**config.mk**
```make
export PLATFORM = sky130hd
export DESIGN_NAME = poci_transmitter
export DESIGN_NICKNAME = d
export VERILOG_FILES = /design/src/rtl/poci_transmitter.sv
export SDC_FILE = /design/constraint.sdc
export NUM_CORES = 1
export LEC_CHECK = 0
export CORE_UTILIZATION = 35
export CTS_BUF_LIST = sky130_fd_sc_hd__clkbuf_4
export DETAILED_ROUTE_END_ITERATION = 8
export GPL_ROUTABILITY_DRIVEN = 1
export PLACE_DENSITY = 0.71
export SLEW_MARGIN = 20
export SYNTH_ARGS = -nofsm -noshare
export SYNTH_HDL_FRONTEND = slang
export SYNTH_SLANG_ARGS = --single-unit
```
**constraint.sdc**
```tcl
create_clock -name sclk -period 2.49 [get_ports sclk]
set_clock_uncertainty 0.05 [all_clocks]
set_input_delay 0.747 -clock sclk [delete_from_list [all_inputs] [get_ports sclk]]
set_output_delay 0.747 -clock sclk [all_outputs]
set_load 0.05 [all_outputs]
```
**src/rtl/poci_transmitter.sv**
```systemverilog
// -----------------------------------------------------------------------------
// poci_transmitter
//
// Serialises register-file bytes onto the POCI line, MSB first. A non-zero
// start address launches a burst that walks rd_addr upward and streams one
// byte per eight sclk cycles with no gap between bytes. The burst ends after
// the byte at address 0xFF (pointer wraps to 0x00), or at once on sclk_stop
// or rst.
//
// Ports
//   sclk        in   SPI clock; all state changes on its rising edge
//   rst         in   synchronous active-high reset
//   sclk_stop   in   synchronous transaction abort from the clock comparator
//   addr_valid  in   one-cycle pulse qualifying addr_in
//   addr_in     in   [7:0] burst start address (0x00 is never accepted)
//   rd_data     in   [7:0] register mux data for the current rd_addr
//   rd_addr     out  [7:0] register mux select; next byte to be loaded
//   serial_out  out  registered POCI data bit
//   busy        out  high whenever the FSM is not idle
//   byte_done   out  high on the cycle the last bit of a byte is driven
// -----------------------------------------------------------------------------
module poci_transmitter (
    input  logic       sclk,
    input  logic       rst,
    input  logic       sclk_stop,
    input  logic       addr_valid,
    input  logic [7:0] addr_in,
    input  logic [7:0] rd_data,
    output logic [7:0] rd_addr,
    output logic       serial_out,
    output logic       busy,
    output logic       byte_done
);

    typedef enum logic [1:0] {
        ST_IDLE  = 2'd0,
        ST_LOAD  = 2'd1,
        ST_SHIFT = 2'd2
    } state_t;

    state_t     r_state;
    state_t     w_next_state;
    logic [7:0] r_sr;
    logic [7:0] w_sr_next;
    logic [2:0] r_bit_cnt;
    logic [2:0] w_bit_cnt_next;
    logic [7:0] r_rd_addr;
    logic [7:0] w_rd_addr_next;
    logic       r_serial_out;
    logic       w_serial_next;

    // -------------------------------------------------------------------------
    // Next-state logic
    // -------------------------------------------------------------------------
    always_comb begin
        // NOTE: every output of this block is defaulted first so that no path
        // through the case statement leaves a signal unassigned (latch).
        w_next_state   = r_state;
        w_sr_next      = r_sr;
        w_bit_cnt_next = r_bit_cnt;
        w_rd_addr_next = r_rd_addr;

        if (sclk_stop) begin
            // Abort wins over everything except rst; the byte in flight is
            // dropped without a byte_done pulse.
            w_next_state   = ST_IDLE;
            w_sr_next      = 8'h00;
            w_bit_cnt_next = 3'd0;
            w_rd_addr_next = 8'h00;
        end else begin
            case (r_state)
                ST_IDLE: begin
                    if (addr_valid && (addr_in != 8'h00)) begin
                        w_rd_addr_next = addr_in;
                        w_next_state   = ST_LOAD;
                    end
                end

                ST_LOAD: begin
                    w_sr_next      = rd_data;
                    w_rd_addr_next = r_rd_addr + 8'd1;
                    w_bit_cnt_next = 3'd7;
                    w_next_state   = ST_SHIFT;
                end

                ST_SHIFT: begin
                    if (r_bit_cnt != 3'd0) begin
                        w_sr_next      = {r_sr[6:0], 1'b0};
                        w_bit_cnt_next = r_bit_cnt - 3'd1;
                    end else if (r_rd_addr != 8'h00) begin
                        // Reload straight from the mux on the last bit so the
                        // next byte's MSB follows with no bubble.
                        w_sr_next      = rd_data;
                        w_rd_addr_next = r_rd_addr + 8'd1;
                        w_bit_cnt_next = 3'd7;
                    end else begin
                        // Pointer wrapped past 0xFF: that byte was the last.
                        w_next_state = ST_IDLE;
                    end
                end

                default: begin
                    w_next_state = ST_IDLE;
                end
            endcase
        end

        // serial_out is a flop loaded with the bit that sr[7] will hold next
        // cycle, so it tracks sr[7] in SHIFT without a combinational path
        // from rd_data to the pin.
        w_serial_next = (w_next_state == ST_SHIFT) ? w_sr_next[7] : 1'b0;
    end

    // -------------------------------------------------------------------------
    // State registers
    // -------------------------------------------------------------------------
    always_ff @(posedge sclk) begin
        // NOTE: state is updated with non-blocking assignments so every
        // register samples the pre-edge values of the others.
        if (rst) begin
            r_state      <= ST_IDLE;
            r_sr         <= 8'h00;
            r_bit_cnt    <= 3'd0;
            r_rd_addr    <= 8'h00;
            r_serial_out <= 1'b0;
        end else begin
            r_state      <= w_next_state;
            r_sr         <= w_sr_next;
            r_bit_cnt    <= w_bit_cnt_next;
            r_rd_addr    <= w_rd_addr_next;
            r_serial_out <= w_serial_next;
        end
    end

    // -------------------------------------------------------------------------
    // Outputs (decoded from registers only)
    // -------------------------------------------------------------------------
    assign rd_addr    = r_rd_addr;
    assign serial_out = r_serial_out;
    assign busy       = (r_state != ST_IDLE);
    assign byte_done  = (r_state == ST_SHIFT) && (r_bit_cnt == 3'd0);

endmodule

```
### Word level (Yosys, flattened, before mapping)

Index checks and enable logic that the tools add are counted.
Widths: inputs -> output; s select.

| storage, ports and cells | value |
|---|---|
| register bits after elaboration | 22 |
| bits in latches | 0 |
| memory bits (writable) | 0 |
| ROM bits | 0 |
| output and inout bits | 11 |
| word-level logic and storage cells | 46 |
| memories | 0 |

| cells by class | value |
|---|---|
| add/subtract/negate cells | 2 |
| multipliers | 0 |
| divide/modulo/power cells | 0 |
| order comparisons | 0 |
| equality and inequality tests | 7 |
| shift-type cells | 0 |
| muxes and demuxes | 16 |
| bitwise operators | 1 |
| reductions and logical operators | 14 |

Operators by type and width:

| kind | number |
|---|---|
| $mux 8 | 6 |
| $pmux 8 s3 | 1 |
| $pmux 8 s2 | 1 |
| $reduce_bool 8->1 | 2 |
| $add 8x1->8 const B | 1 |
| $mux 2 | 4 |
| $mux 3 | 2 |
| $ne 2x2->1 const B | 3 |
| $pmux 2 s3 | 1 |
| $pmux 3 s2 | 1 |
| $reduce_bool 3->1 | 2 |
| $eq 2x2->1 const B | 2 |
| $reduce_and 4->1 | 1 |
| $reduce_bool 2->1 | 2 |
| $reduce_or 2->1 | 2 |
| $logic_not 3->1 | 1 |
| $ne 3x3->1 const B | 1 |
| $sub 3x1->3 const B | 1 |
| $eq 2x1->1 const B | 1 |
| $logic_and 1x1->1 | 2 |
| $logic_not 2->1 | 1 |
| $reduce_and 2->1 | 1 |
| $not 1->1 | 1 |

### Longest topological paths before layout

| logic depth | value |
|---|---|
| depth after elaboration | 8 |
| gate-level depth with buffers | 8 |
| depth with buffers taken out | 8 |

### Worst setup path before layout

Ideal clock, no wire load.

| timing | value |
|---|---|
| kind | reg2out |
| start | register r_bit_cnt[0] |
| end | output port byte_done |
| arrival time | 1.213 ns |
| slack | 0.480 ns |
| stages on the path, launching flop included | 6 |
| buffers on the path | 0 |
| path through | dfxtp_1 > inv_1 > ha_1 > nor2b_1 > nand2_1 > inv_1 |

| on the way | value |
|---|---|
| word-level cells in the longest chain between the ends | 2 |

Ends and longest elaborated chain:

| item | line | source |
|---|---|---|
| from (decl) | 45 | `logic [2:0] r_bit_cnt;` |
| from (signal assigned) | 129 | `r_bit_cnt <= w_bit_cnt_next;` |
| $logic_not 3->1 | 141 | `assign byte_done = (r_state == ST_SHIFT) && (r_bit_cnt == 3'd0);` |
| $logic_and 1x1->1 | 141 |  |
| to (decl) | 32 | `output logic byte_done` |

No other way between the ends.

### Final worst setup path

| timing | value |
|---|---|
| start | register r_rd_addr[6], in the netlist rd_addr[6] |
| end | output port rd_addr[6] |

RTL lines:

| item | line | source |
|---|---|---|
| from (decl) | 47 | `logic [7:0] r_rd_addr;` |
| from (signal assigned) | 130 | `r_rd_addr <= w_rd_addr_next;` |
| to (decl) | 29 | `output logic [7:0] rd_addr,` |

No word-level cell between the ends.

==> impl_metrics.toml <==
[outcome]
status = "finished, final reports clean"

[critical_path]
rr_endpoint = "serial_out$_SDFF_PP0_"
worst_setup_path_start_kind = "register"
r2r_start = "r_state[0]$_SDFF_PP0_"
cp-end-kind = "output port"
cp_top_family = "buffers and inverters"
worst-path-buf-inv = 1
path_max_fanout = 4
r2r_cells = 8
crit_start = "rd_addr[6]$_SDFFE_PP0P_"
critPathKind = "register to output port"
r2r_setup_slack_ns = 0.53
cpMaxStageDelayCell = "clkdlybuf4s50_1"
critPathMaxStageDelay_ns = 0.84
required_ns = 1.69
worstPathArrival_ns = 1.62
path_cells = "clkdlybuf4s50_1"

[global_route]
grt_max_degree = 19
grt_pass1_wl_um = 5664
antenna_found_initial = 0
track_usage_pct = 18.01
overflow = 0
grt_pass1_vias = 1265

[clock_tree]
clockBufferDepth = 2
numCtsBuffers = 3
post_cts_buffers = 0
tritoncts = "built"
ctsHoldBuffers = 0
insertion_delay_ns = 0.31
clk_pin_slew_worst_paths_ns = 0.13
clockRootBuffer = "clkbuf_4"
cts.sinks = 22
htree_levels = 1

[drt]
antenna_left = 0
dr_total_vias = 1272
drc_errors = 0
drt_iter0_drc = 65
first_pass_iters = 4
via_per_inst = 5.506
wire_per_inst_um = 14.23
routed_wl_um = 3286

[synthesis]
yosysTopAreaCell = "dfxtp_1"
yosysTopAreaCellShare_pct = 33.94
synthesis.area_um2 = 1297
synth_cell_types = 44
ys_seq_area_share_pct = 33.94
synth_area_leaders = "dfxtp_1, ha_1, o2bb2ai_1, mux2i_1, a22oi_1"
synth_commonest_cells = "dfxtp_1, nor2_1, inv_1"
yosysWarnings = 0
netlist_instances = 151
syn_nets = 180
synth_edf_count = 0
synth.most_common_cell = "dfxtp_1"
async_reset_ff_share_pct = 0
syn_avg_cell_area_um2 = 8.593
synthFlopType = "dfxtp_1"
ys_ff_latch = 22

[final_layout]
finalNonFillerCells = 231
drive_gt1_share_pct = 11.89
diodes = 0
syn_to_final_growth_pct = 34.91
layout.nets = 215

[power_and_ir_drop]
p_leak_nw = 0.6714
power_density_nw_per_um2 = 486.2
ir_drop_mv = 0.2287

[worst_hold_path]
worstHoldPathCells = 1
holdPathEnd = "r_sr[6]$_SDFFE_PP0P_"
hold_class = "register to register"
hp-start = "r_sr[6]$_SDFFE_PP0P_"

[die]
die_area_um2 = 3955
ios = 31
core_area_um2 = 3442
die_width_um = 62.89
fp-row-count = 21
start_util_pct = 37.70
chipHeight_um = 62.89

[sta]
whs_ns = 0.4289
worst_pin_slew_ns = 0.4972
max_freq_ghz = 0.4133
fin_crit_ns = 2.419
hold_viol = 0
slew_headroom_pct = 66.75
rsz0062_at_grt = "false"
period_share_pct = 97.16
setup_viol = 0
maxSlewViolCount = 0
fin_ws_ns = 0.07060

[placement]
placed_cells = 227
dp_hpwl_um = 2572
dpl_worst_slack_ns = -0.08824
port_buffers = 30
gp_congestion = 0.8794

[flow_run]
cap_violations = 0
==> metrics by stage <==
stage | utilization, % | TNS (ns) | total power, mW | instance area, um^2
floorplan | - | 0 | 0.5005 | 1297
global placement | 49.15 | 0 | 0.5764 | 1692
detailed placement | 49.15 | -0.1685 | 0.5815 | 1692
CTS | 50.64 | 0 | 0.8593 | 1743
global route | 50.85 | 0 | 0.8980 | 1750
finish | 50.85 | 0 | 0.8510 | 1750
==> layer usage <==
metal | track usage, % | part of all wire [%] | vias up
met2 | 32.66 | 49 | 43
met3 | 2.555 | 4.5 | 7
met1 | 20.98 | 45 | 590
met5 | 0 | 0 | -
met4 | 6.977 | 1.8 | 0
li1 | - | - | 632
==> worst max-delay path by stage <==
stage                                    endpoint  slack, ns  cells past startpoint
after global placement    rd_addr[7]$_SDFFE_PP0P_       0.02                      6
after global routing                   rd_addr[6]       0.01                      1
after floorplan                         byte_done       0.48                      5
after CTS                               byte_done      0.005                      6
final                                  rd_addr[6]       0.07                      1
after detailed placement  rd_addr[2]$_SDFFE_PP0P_      -0.09                      6
==> where the power goes <==
part	leakage, nW	internal, mW	switching (mW)
registers	0.178	0.361	0.0136
logic	0.465	0.0896	0.110
clock network	0.0279	0.163	0.113
total	0.671	0.614	0.237
==> state kept, by name, indices dropped and copies added, names as in the netlist <==
signal      cells
r_bit_cnt       3
r_sr            8
r_state         2
rd_addr         8
serial_out      1
==> cell usage in the layout, fill, tap and decap left out, types with 3 or more instances in the layout <==
| cell type | instances |
|---|---|
| o21ai_0 | 6 |
| nand3_1 | 6 |
| a21oi_1 | 7 |
| clkdlybuf4s50_1 | 26 |
| buf_4 | 5 |
| dfxtp_1 | 22 |
| ha_1 | 8 |
| nand2_1 | 9 |
| o2bb2ai_1 | 6 |
| clkbuf_4 | 3 |
| nor3_1 | 7 |
| mux2i_1 | 5 |
| a22oi_1 | 6 |
| nor2_1 | 11 |
| inv_1 | 9 |
==> logic make-up (layout without fill, tap and decap cells) <==
family,count (synthesis),after routing,synth area share [%]
flops,22,22,33.94
fa+ha+maj,9,9,8.679
simple gates,51,51,21.51
buf+inv,16,50,4.822
mux,5,5,3.857
compound gates,48,48,27.19
==> final cells by class <==
type | count | area [um^2]
Clock inverter | 1 | 30.03
Fill cell | 329 | 1692
Tap cell | 46 | 57.56
Timing Repair Buffer | 35 | 359.1
Sequential cell | 22 | 440.4
Clock buffer | 3 | 22.52
Multi-Input combinational cell | 113 | 799.5
Inverter | 11 | 41.29
==> what timing repair did <==
item	in CTS	in global routing
endpoints found under the setup margin	1	2
endpoints found under the hold margin	0	0
gates resized for setup	1	4
(Power assumes the default switching activity.)
